[config.mk]
export PLATFORM = sky130hd
export DESIGN_NAME = frame_sequencer
export DESIGN_NICKNAME = d
export VERILOG_FILES = /design/src/rtl/graphics_pkg.sv /design/src/rtl/frame_sequencer_stage_handshake.sv /design/src/rtl/frame_sequencer.sv
export SDC_FILE = /design/constraint.sdc
export NUM_CORES = 1
export LEC_CHECK = 0
export ABC_AREA = 1
export ABC_CLOCK_PERIOD_IN_PS = 4000
export CORE_AREA = 5 5 188 190
export CTS_BUF_LIST = sky130_fd_sc_hd__clkbuf_2
export CTS_CLUSTER_SIZE = 8
export DETAILED_ROUTE_END_ITERATION = 8
export DIE_AREA = 0 0 193 195
export PLACE_DENSITY = 0.75
export SLEW_MARGIN = 10
export SYNTH_ARGS = -nofsm -noshare
export SYNTH_HDL_FRONTEND = slang
export SYNTH_HIERARCHICAL = 1
export SYNTH_SLANG_ARGS = --single-unit
export TNS_END_PERCENT = 100
[constraint.sdc]
create_clock -name clock -period 4 [get_ports clock]
set_input_delay 0.8 -clock clock [delete_from_list [all_inputs] [get_ports clock]]
set_output_delay 0.8 -clock clock [all_outputs]
set_load 0.02 [all_outputs]
[src/rtl/graphics_pkg.sv]
// Shared types for the graphics datapath control: frame sequencer states,
// per-stage handshake phases and the default stage timeout.
package graphics_pkg;

  localparam int unsigned TIMEOUT_CYCLES_DEFAULT = 2_000_000;

  // Each stage's ISSUE/WAIT_LO/WAIT_HI states are consecutive so a stage
  // state can be formed from its ISSUE state plus the handshake phase.
  typedef enum logic [3:0] {
    IDLE        = 4'd0,
    MVP_ISSUE   = 4'd1,
    MVP_WAIT_LO = 4'd2,
    MVP_WAIT_HI = 4'd3,
    VTX_ISSUE   = 4'd4,
    VTX_WAIT_LO = 4'd5,
    VTX_WAIT_HI = 4'd6,
    RAS_ISSUE   = 4'd7,
    RAS_WAIT_LO = 4'd8,
    RAS_WAIT_HI = 4'd9,
    SWAP        = 4'd10
  } frame_seq_state_t;

  typedef enum logic [1:0] {
    HS_IDLE    = 2'd0,
    HS_ISSUE   = 2'd1,
    HS_WAIT_LO = 2'd2,
    HS_WAIT_HI = 2'd3
  } hs_phase_t;

  function automatic frame_seq_state_t stage_state(frame_seq_state_t issue_state,
                                                   hs_phase_t ph);
    return frame_seq_state_t'(4'(issue_state) + {2'b00, ph} - 4'd1);
  endfunction

endpackage

[src/rtl/frame_sequencer_stage_handshake.sv]
// One start/done stage: issue a start pulse, wait for done to drop (start
// acknowledged), then wait for done to rise again (work finished).
module stage_handshake
  import graphics_pkg::*;
#(
  parameter int unsigned TIMEOUT_CYCLES = TIMEOUT_CYCLES_DEFAULT
) (
  input  logic      clock,
  input  logic      reset,
  input  logic      go,
  input  logic      done_i,
  output logic      start_o,
  output logic      finished,
  output logic      timed_out,
  output hs_phase_t phase_nxt
);

  localparam int CNT_W = $clog2(TIMEOUT_CYCLES + 1);
  localparam logic [CNT_W-1:0] LAST = CNT_W'(TIMEOUT_CYCLES - 1);

  // Protocol: done_i is a level that is high while the target is idle.
  // start_o is a one-cycle pulse issued only while done_i is high; the target
  // acknowledges by dropping done_i and completes by raising it again.
  hs_phase_t        phase;
  logic [CNT_W-1:0] cnt;
  logic             start_nxt;

  always_comb begin
    phase_nxt = phase;
    start_nxt = 1'b0;
    finished  = 1'b0;
    timed_out = 1'b0;
    case (phase)
      HS_IDLE:    if (go) phase_nxt = HS_ISSUE;
      HS_ISSUE:   if (done_i) begin
                    phase_nxt = HS_WAIT_LO;
                    start_nxt = 1'b1;
                  end
      HS_WAIT_LO: if (!done_i) phase_nxt = HS_WAIT_HI;
      HS_WAIT_HI: if (done_i) begin
                    phase_nxt = HS_IDLE;
                    finished  = 1'b1;
                  end
    endcase
    // cnt holds the number of stage cycles already spent before this one
    if (phase != HS_IDLE && !finished && cnt == LAST) begin
      timed_out = 1'b1;
      start_nxt = 1'b0;
      phase_nxt = HS_IDLE;
    end
  end

  always_ff @(posedge clock) begin
    if (reset) begin
      phase   <= HS_IDLE;
      start_o <= 1'b0;
      cnt     <= '0;
    end else begin
      phase   <= phase_nxt;
      start_o <= start_nxt;
      cnt     <= (phase == HS_IDLE || phase_nxt == HS_IDLE) ? '0 : cnt + CNT_W'(1);
    end
  end

endmodule

[src/rtl/frame_sequencer.sv]
// Per-frame controller: latches the pose on an accepted tick, then sequences
// MVP update, vertex transform, rasterize and buffer swap with hang detection.
module frame_sequencer
  import graphics_pkg::*;
#(
  parameter int unsigned TIMEOUT_CYCLES = TIMEOUT_CYCLES_DEFAULT,
  parameter int          FRAME_CNT_W    = 16
) (
  input  logic                   clock,
  input  logic                   reset,
  input  logic                   enable,
  input  logic                   frame_tick,
  input  logic [31:0]            roll,
  input  logic [31:0]            pitch,
  input  logic [31:0]            yaw,
  input  logic [31:0]            x,
  input  logic [31:0]            y,
  input  logic [31:0]            z,
  input  logic [31:0]            vertex_count,
  output logic                   vp_start,
  output logic                   vp_update_mvp,
  output logic [31:0]            vp_roll,
  output logic [31:0]            vp_pitch,
  output logic [31:0]            vp_yaw,
  output logic [31:0]            vp_x,
  output logic [31:0]            vp_y,
  output logic [31:0]            vp_z,
  output logic [31:0]            vp_count,
  input  logic                   vp_done,
  output logic                   rs_start,
  input  logic                   rs_done,
  output logic                   swap_req,
  input  logic                   swap_ack,
  output logic                   busy,
  output logic [FRAME_CNT_W-1:0] frame_count,
  output logic [15:0]            overrun_count,
  output logic                   timeout_err,
  output frame_seq_state_t       state_dbg
);

  frame_seq_state_t state, next_state;
  logic      mvp_go, vtx_go, ras_go;
  logic      mvp_start, vtx_start;
  logic      mvp_fin, vtx_fin, ras_fin;
  logic      mvp_to, vtx_to, ras_to;
  hs_phase_t mvp_ph_nxt, vtx_ph_nxt, ras_ph_nxt;
  logic      accept, set_timeout, frame_done;

  stage_handshake #(.TIMEOUT_CYCLES(TIMEOUT_CYCLES)) u_mvp (
    .clock(clock), .reset(reset), .go(mvp_go), .done_i(vp_done), .start_o(mvp_start),
    .finished(mvp_fin), .timed_out(mvp_to), .phase_nxt(mvp_ph_nxt));

  stage_handshake #(.TIMEOUT_CYCLES(TIMEOUT_CYCLES)) u_vtx (
    .clock(clock), .reset(reset), .go(vtx_go), .done_i(vp_done), .start_o(vtx_start),
    .finished(vtx_fin), .timed_out(vtx_to), .phase_nxt(vtx_ph_nxt));

  stage_handshake #(.TIMEOUT_CYCLES(TIMEOUT_CYCLES)) u_ras (
    .clock(clock), .reset(reset), .go(ras_go), .done_i(rs_done), .start_o(rs_start),
    .finished(ras_fin), .timed_out(ras_to), .phase_nxt(ras_ph_nxt));

  // MVP and VTX share the vertex pipe and are never active together
  assign vp_start  = mvp_start | vtx_start;
  assign state_dbg = state;

  always_comb begin
    next_state  = state;
    mvp_go      = 1'b0;
    vtx_go      = 1'b0;
    ras_go      = 1'b0;
    accept      = 1'b0;
    set_timeout = 1'b0;
    frame_done  = 1'b0;
    case (state)
      IDLE: if (frame_tick && enable) begin
        accept     = 1'b1;
        mvp_go     = 1'b1;
        next_state = MVP_ISSUE;
      end
      MVP_ISSUE, MVP_WAIT_LO, MVP_WAIT_HI: begin
        if (mvp_to) begin
          set_timeout = 1'b1;
          next_state  = IDLE;
        end else if (mvp_fin) begin
          // a zero-count transform pass would never finish, so skip to swap
          if (vp_count == 32'd0) next_state = SWAP;
          else begin
            vtx_go     = 1'b1;
            next_state = VTX_ISSUE;
          end
        end else next_state = stage_state(MVP_ISSUE, mvp_ph_nxt);
      end
      VTX_ISSUE, VTX_WAIT_LO, VTX_WAIT_HI: begin
        if (vtx_to) begin
          set_timeout = 1'b1;
          next_state  = IDLE;
        end else if (vtx_fin) begin
          ras_go     = 1'b1;
          next_state = RAS_ISSUE;
        end else next_state = stage_state(VTX_ISSUE, vtx_ph_nxt);
      end
      RAS_ISSUE, RAS_WAIT_LO, RAS_WAIT_HI: begin
        if (ras_to) begin
          set_timeout = 1'b1;
          next_state  = IDLE;
        end else if (ras_fin) next_state = SWAP;
        else next_state = stage_state(RAS_ISSUE, ras_ph_nxt);
      end
      SWAP: if (swap_ack) begin
        frame_done = 1'b1;
        next_state = IDLE;
      end
      default: next_state = IDLE;
    endcase
  end

  always_ff @(posedge clock) begin
    if (reset) begin
      state         <= IDLE;
      busy          <= 1'b0;
      vp_update_mvp <= 1'b0;
      swap_req      <= 1'b0;
      vp_roll       <= '0;
      vp_pitch      <= '0;
      vp_yaw        <= '0;
      vp_x          <= '0;
      vp_y          <= '0;
      vp_z          <= '0;
      vp_count      <= '0;
      frame_count   <= '0;
      overrun_count <= '0;
      timeout_err   <= 1'b0;
    end else begin
      state         <= next_state;
      busy          <= (next_state != IDLE);
      vp_update_mvp <= (next_state inside {MVP_ISSUE, MVP_WAIT_LO, MVP_WAIT_HI});
      swap_req      <= (next_state == SWAP);
      if (accept) begin
        vp_roll  <= roll;
        vp_pitch <= pitch;
        vp_yaw   <= yaw;
        vp_x     <= x;
        vp_y     <= y;
        vp_z     <= z;
        vp_count <= vertex_count;
      end
      if (frame_done) frame_count <= frame_count + FRAME_CNT_W'(1);
      if (frame_tick && busy && overrun_count != 16'hFFFF)
        overrun_count <= overrun_count + 16'd1;
      if (set_timeout) timeout_err <= 1'b1;
    end
  end

endmodule
==> flow_summary.json, run 1 <==
{
  "drtIter0Drc": 843,
  "max_freq_mhz": 345,
  "min-delay-start": "y[4]",
  "grt_pass1_vias": 13700,
  "fin_crit_ns": 2.90,
  "finalWirelength_um": 46700,
  "hold_viol": 0,
  "p_per_area_mw_per_mm2": 350,
  "die_area_mm2": 0.0376,
  "layout-drive-gt1-share_pct": 8.16,
  "setup-tns-final_ns": 0,
  "wire_per_inst_um": 16.0,
  "path_clk_slew_ns": 0.11,
  "die-height_um": 195,
  "r2r_setup_slack_ns": 1.14,
  "drc": 0,
  "arrival_ns": 2.10,
  "leakage_nw": 7.35,
  "synth_cell_type_count": 33,
  "grt_pass1_wl_um": 71100,
  "grt_max_degree": 189,
  "dr.pass1.iters": 5,
  "io_pins": 497,
  "cts_root_buf": "clkbuf_2",
  "area_delta_synth_final_pct": 42.9,
  "start_util_pct": 41.5,
  "chipWidth_um": 193,
  "critical-path-top-delay-family": "buffers and inverters",
  "cts_buffers": 89,
  "synth-edff-count": 0,
  "final_nets": 2640,
  "required_ns": 3.20,
  "htree_levels": 3,
  "clk_latency_ns": 0.95,
  "cp-startpoint": "frame_count[0]",
  "viasPerCell": 4.76,
  "track_usage_pct": 23.7,
  "fin_hold_ws_ns": 0.388,
  "end_kind": "output port",
  "yosysSeqAreaShare_pct": 48.7,
  "rsz0062_at_grt": "no",
  "hp-class": "in2reg",
  "slowest_stage": "clkdlybuf4s50_1",
  "syn_inst": 1892,
  "synth_ff_type": "dfxtp_1",
  "postRouteAntennaNets": 0,
  "maxCapViolations": 0,
  "cts_resized": 0,
  "async_flop_share_pct": 0,
  "yosys_warnings": 6,
  "worst-path-buf-inv": 1,
  "vdd_drop_max_mv": 0.248,
  "layout_commonest_cell": "nand2_1",
  "p_total_mw": 6.91,
  "reg2reg_to": "vp_update_mvp",
  "crit_path_max_fanout": 4,
  "antenna_found_initial": 11,
  "start_kind": "register",
  "clock_path_buffers": 3,
  "portBuffers": 496,
  "row_count": 67,
  "status": "finished clean",
  "synth_nets": 2129,
  "r2r-start": "u_mvp/cnt[0]",
  "fin_crit_sh_pct": 72.4,
  "holdPathEnd": "vp_y[4]",
  "crit_type": "reg2out",
  "netlist_area_mm2": 0.0138,
  "place_hpwl_um": 34200,
  "relSlewSlack_pct": 26.6,
  "coreArea_mm2": 0.0333,
  "vias": 13900,
  "worst_pin_slew_ns": 1.10,
  "syn_avg_cell_area_um2": 7.30,
  "reg2regPathDepth": 23,
  "utilization_pct": 59.3,
  "crit_chain": "clkdlybuf4s50_1",
  "setup-violations-final": 0,
  "drv_slew": 0,
  "skew_ns": 0.0443,
  "routabilityCongestion": 0.950,
  "worstHoldPathCells": 3,
  "cts.sinks": 336,
  "final_cell_mix": "661 x nand2_1, 495 x clkdlybuf4s50_1, 336 x dfxtp_1",
  "slowest_delay_ns": 0.74,
  "ys_ff_latch": 336,
  "grt_overflow": 0,
  "cts_tree": "done"
}
cells in the mapped netlist (all sizes together) (2+ instances only):
| master | count | area, um2 |
|---|---|---|
| nand2 | 679 | 2590 |
| clkinv | 3 | 12.5 |
| clkbuf | 32 | 120 |
| a21oi | 253 | 1270 |
| dfxtp | 336 | 6730 |
| xor2 | 43 | 377 |
| buf | 53 | 410 |
| inv | 141 | 529 |
| ha | 6 | 75.1 |
| xnor2 | 14 | 123 |
| nor3 | 27 | 140 |
| o21ai | 18 | 90.1 |
| nand4 | 8 | 50.1 |
| o21a | 2 | 15.0 |
| a211oi | 2 | 15.0 |
| or2 | 3 | 21.3 |
| nor2 | 217 | 917 |
| nand3b | 3 | 22.5 |
| o21bai | 3 | 26.3 |
| nand3 | 47 | 270 |
area by class of cell:
class / instances / area [um2]
Tap cell: 448 / 561
Clock buffer: 130 / 651
Inverter: 144 / 546
Clock inverter: 22 / 141
Sequential cell: 336 / 6730
Fill cell: 3051 / 13500
Multi-Input combinational cell: 1327 / 6020
Timing Repair Buffer: 505 / 5070
Antenna cell: 9 / 22.5
cell families after synthesis:
family,after synthesis,share of synthesized area [%]
flops,336,48.7
compound gates,278,10.2
xor+xnor,57,3.61
buf+inv,229,7.76
simple gates,986,29.2
fa+ha+maj,6,0.543
layer usage:
metal / share of wire, % / GRT usage, % / vias up
li1: - / - / 6980
met1: 38 / 26.3 / 6297
met2: 48 / 38.2 / 513
met3: 10 / 10.7 / 102
met4: 4.3 / 11.7 / 2
met5: 0.043 / 0.663 / -
power by group:
| part | internal [mW] | switching, mW | leakage (nW) | total [mW] |
|---|---|---|---|---|
| clock network | 0.988 | 1.40 | 0.608 | 2.39 |
| logic | 0.486 | 0.502 | 4.01 | 0.988 |
| registers | 3.46 | 0.0692 | 2.73 | 3.53 |
flip-flops by register name (all words and copies together), names as in the netlist, 2 cells and up:
name,flops
vp_count,32
overrun_count,16
u_vtx/cnt,21
vp_yaw,32
u_mvp/phase,2
u_mvp/cnt,21
u_vtx/phase,2
frame_count,16
u_ras/phase,2
vp_z,32
vp_x,32
vp_y,32
state_dbg,4
vp_pitch,32
vp_roll,32
u_ras/cnt,21
through the flow:
stage / instance area, um2 / setup WS [ns] / cells
after floorplan: 13800 / 1.22 / 1892
final: 19700 / 1.10 / 2921
after CTS: 19700 / 0.896 / 2912
after detailed placement: 18900 / 0.420 / 2759
after global routing: 19700 / 0.786 / 2921
after global placement: 18900 / 0.512 / 2759
repair_timing:
action | in CTS | in global routing
buffers inserted | 0 | 0
endpoints found under the hold margin | 5 | 0
hold buffers | 1 | 0
worst min-delay path, delay by kind of cell:
kind | cells | cell delay [ns]
buf+inv | 1 | 0.39
simple gates | 1 | 0.06
compound gates | 1 | 0.05
worst max path at each step:
stage | cells past startpoint | end | slack [ns]
global route | 23 | swap_req | 0.79
detailed placement | 24 | vp_update_mvp | 0.42
finish | 1 | frame_count[0] | 1.10
CTS | 1 | frame_count[0] | 0.90
global placement | 24 | vp_update_mvp | 0.51
floorplan | 23 | busy | 1.22
(Power assumes the default switching activity.)
==> inputs of run 2 (changes only) <==
Settings changed: ABC_CLOCK_PERIOD_IN_PS 4000 to 2770, CORE_AREA 5 5 188 190 to 5 5 190 192, DIE_AREA 0 0 193 195 to 0 0 195 197, PLACE_DENSITY 0.75 to 0.74.
Clock period 4 ns to 2.77 ns, I/O delays scaled along.
==> run 2 against run 1 <==
  * Critical path type unchanged
  * Utilization shrank 1.1 points
  * Total power grew 42%
  * Critical endpoint is now vp_roll[2]
  * Die area grew 2.1%
  * First-iteration DRC count shrank 15%
==> flow_summary.json, run 2 (same netlist as run 1, synthesis figures left out) <==
{
  "status": "finished clean",
  "cp-startpoint": "vp_roll[2]",
  "max_freq_mhz": 377,
  "vias": 13900,
  "row_count": 68,
  "die-height_um": 197,
  "viasPerCell": 4.75,
  "fin_hold_ws_ns": 0.130,
  "arrival_ns": 2.10,
  "final_area_mm2": 0.0199,
  "start_kind": "register",
  "r2r-start": "u_mvp/cnt[0]",
  "p_total_mw": 9.81,
  "fin_crit_sh_pct": 95.7,
  "area_delta_synth_final_pct": 44.0,
  "end_kind": "output port",
  "fill_cells": 3174,
  "worst-path-buf-inv": 1,
  "leakage_nw": 7.46,
  "slowest_delay_ns": 0.66,
  "skew_ns": 0.0532,
  "grt_pass1_wl_um": 71400,
  "path_clk_slew_ns": 0.11,
  "dpl_cell_area_mm2": 0.0191,
  "worst_pin_slew_ns": 0.697,
  "vdd_drop_max_mv": 0.352,
  "portBuffers": 496,
  "antenna_found_initial": 11,
  "chipWidth_um": 195,
  "grtUsageMet2_pct": 38.2,
  "grt_pass1_vias": 13400,
  "cts.sinks": 336,
  "grt_overflow": 0,
  "cts_buffers": 87,
  "setup_slack_ns": 0.119,
  "htree_levels": 3,
  "drtIter0Drc": 713,
  "dr.pass1.iters": 5,
  "clock_path_buffers": 3,
  "finalWirelength_um": 47900,
  "place_hpwl_um": 35200,
  "p_per_area_mw_per_mm2": 493,
  "die_area_mm2": 0.0384,
  "track_usage_pct": 23.2,
  "met3_usage_pct": 10.0,
  "grt_max_degree": 146,
  "relSlewSlack_pct": 53.6,
  "grt-busiest-layer": "met2",
  "slowest_stage": "clkdlybuf4s50_1",
  "clk_latency_ns": 0.96,
  "crit_type": "reg2out",
  "postRouteAntennaNets": 0,
  "required_ns": 2.22,
  "critical-path-top-delay-family": "buffers and inverters",
  "wire_per_inst_um": 16.4,
  "cp.depth": 1,
  "pre_cts_slack_ns": -0.439,
  "met1_usage_pct": 25.2,
  "reg2regPathDepth": 23,
  "coreArea_mm2": 0.0342,
  "setup-violations-final": 0,
  "crit_path_max_fanout": 2,
  "io_pins": 497,
  "final_cell_mix": "661 x nand2_1, 487 x clkdlybuf4s50_1, 333 x dfxtp_1",
  "endpoint": "vp_roll[2]",
  "reg2reg_to": "vp_update_mvp",
  "hold_viol": 0,
  "crit_chain": "clkdlybuf4s50_1",
  "drc": 0,
  "drv_slew": 0,
  "hp-class": "in2reg",
  "routabilityCongestion": 0.929,
  "cts_root_buf": "clkbuf_2",
  "utilization_pct": 58.2,
  "layout-drive-gt1-share_pct": 8.51,
  "layout_commonest_cell": "nand2_1",
  "r2r_setup_slack_ns": 0.20,
  "fin_crit_ns": 2.65,
  "maxCapViolations": 0,
  "cts_tree": "done",
  "final_nets": 2655,
  "start_util_pct": 40.4
}
-- run 2: timing repair --
item                                    in CTS  in global routing
buffers inserted                             0                  1
pin swaps                                    0                  3
hold endpoints to repair                     7                  0
endpoints found under the setup margin       6                  6
resized for setup                            6                 12
hold buffers                                 1                  0
-- run 2: layer usage --
metal | up-vias | part of all wire [%] | wire [um]
met5 | - | 0.058 | 28
li1 | 6990 | - | -
met2 | 463 | 48 | 23200
met3 | 101 | 9.6 | 4610
met1 | 6364 | 38 | 18100
met4 | 4 | 4.2 | 2020
-- run 2: area by class of cell --
class / instances / area, um2 / area share [%]
diodes: 9 / 22.5 / 0.113
clock buffers: 113 / 566 / 2.84
clock inverters: 25 / 155 / 0.780
inverters: 144 / 546 / 2.74
multi-input cells: 1327 / 6030 / 30.3
flip-flops and latches: 336 / 6730 / 33.8
well taps: 455 / 569 / 2.86
repair buffers: 522 / 5280 / 26.5
-- run 2: where the power goes --
| group | internal (mW) | switching [mW] | total [mW] |
|---|---|---|---|
| registers | 5.00 | 0.102 | 5.10 |
| logic | 0.715 | 0.732 | 1.45 |
| clock network | 1.28 | 1.99 | 3.27 |
-- run 2: worst min-delay path by stage --
stage	cells past startpoint	slack (ns)	from	to
after global routing	3	0.04	y[15]	vp_y[15]
after CTS	3	0.003	pitch[26]	vp_pitch[26]
after global placement	1	0.42	u_vtx/cnt[0]	u_vtx/cnt[0]
after detailed placement	1	0.44	u_vtx/cnt[0]	u_vtx/cnt[0]
final	3	0.13	y[15]	vp_y[15]
after floorplan	1	0.42	u_vtx/cnt[0]	u_vtx/cnt[0]
-- run 2: through the flow --
step,setup TNS (ns),instances
floorplan,0,1892
global placement,-1.34,2782
detailed placement,-1.79,2782
CTS,0,2921
global route,-0.0188,2931
finish,0,2931
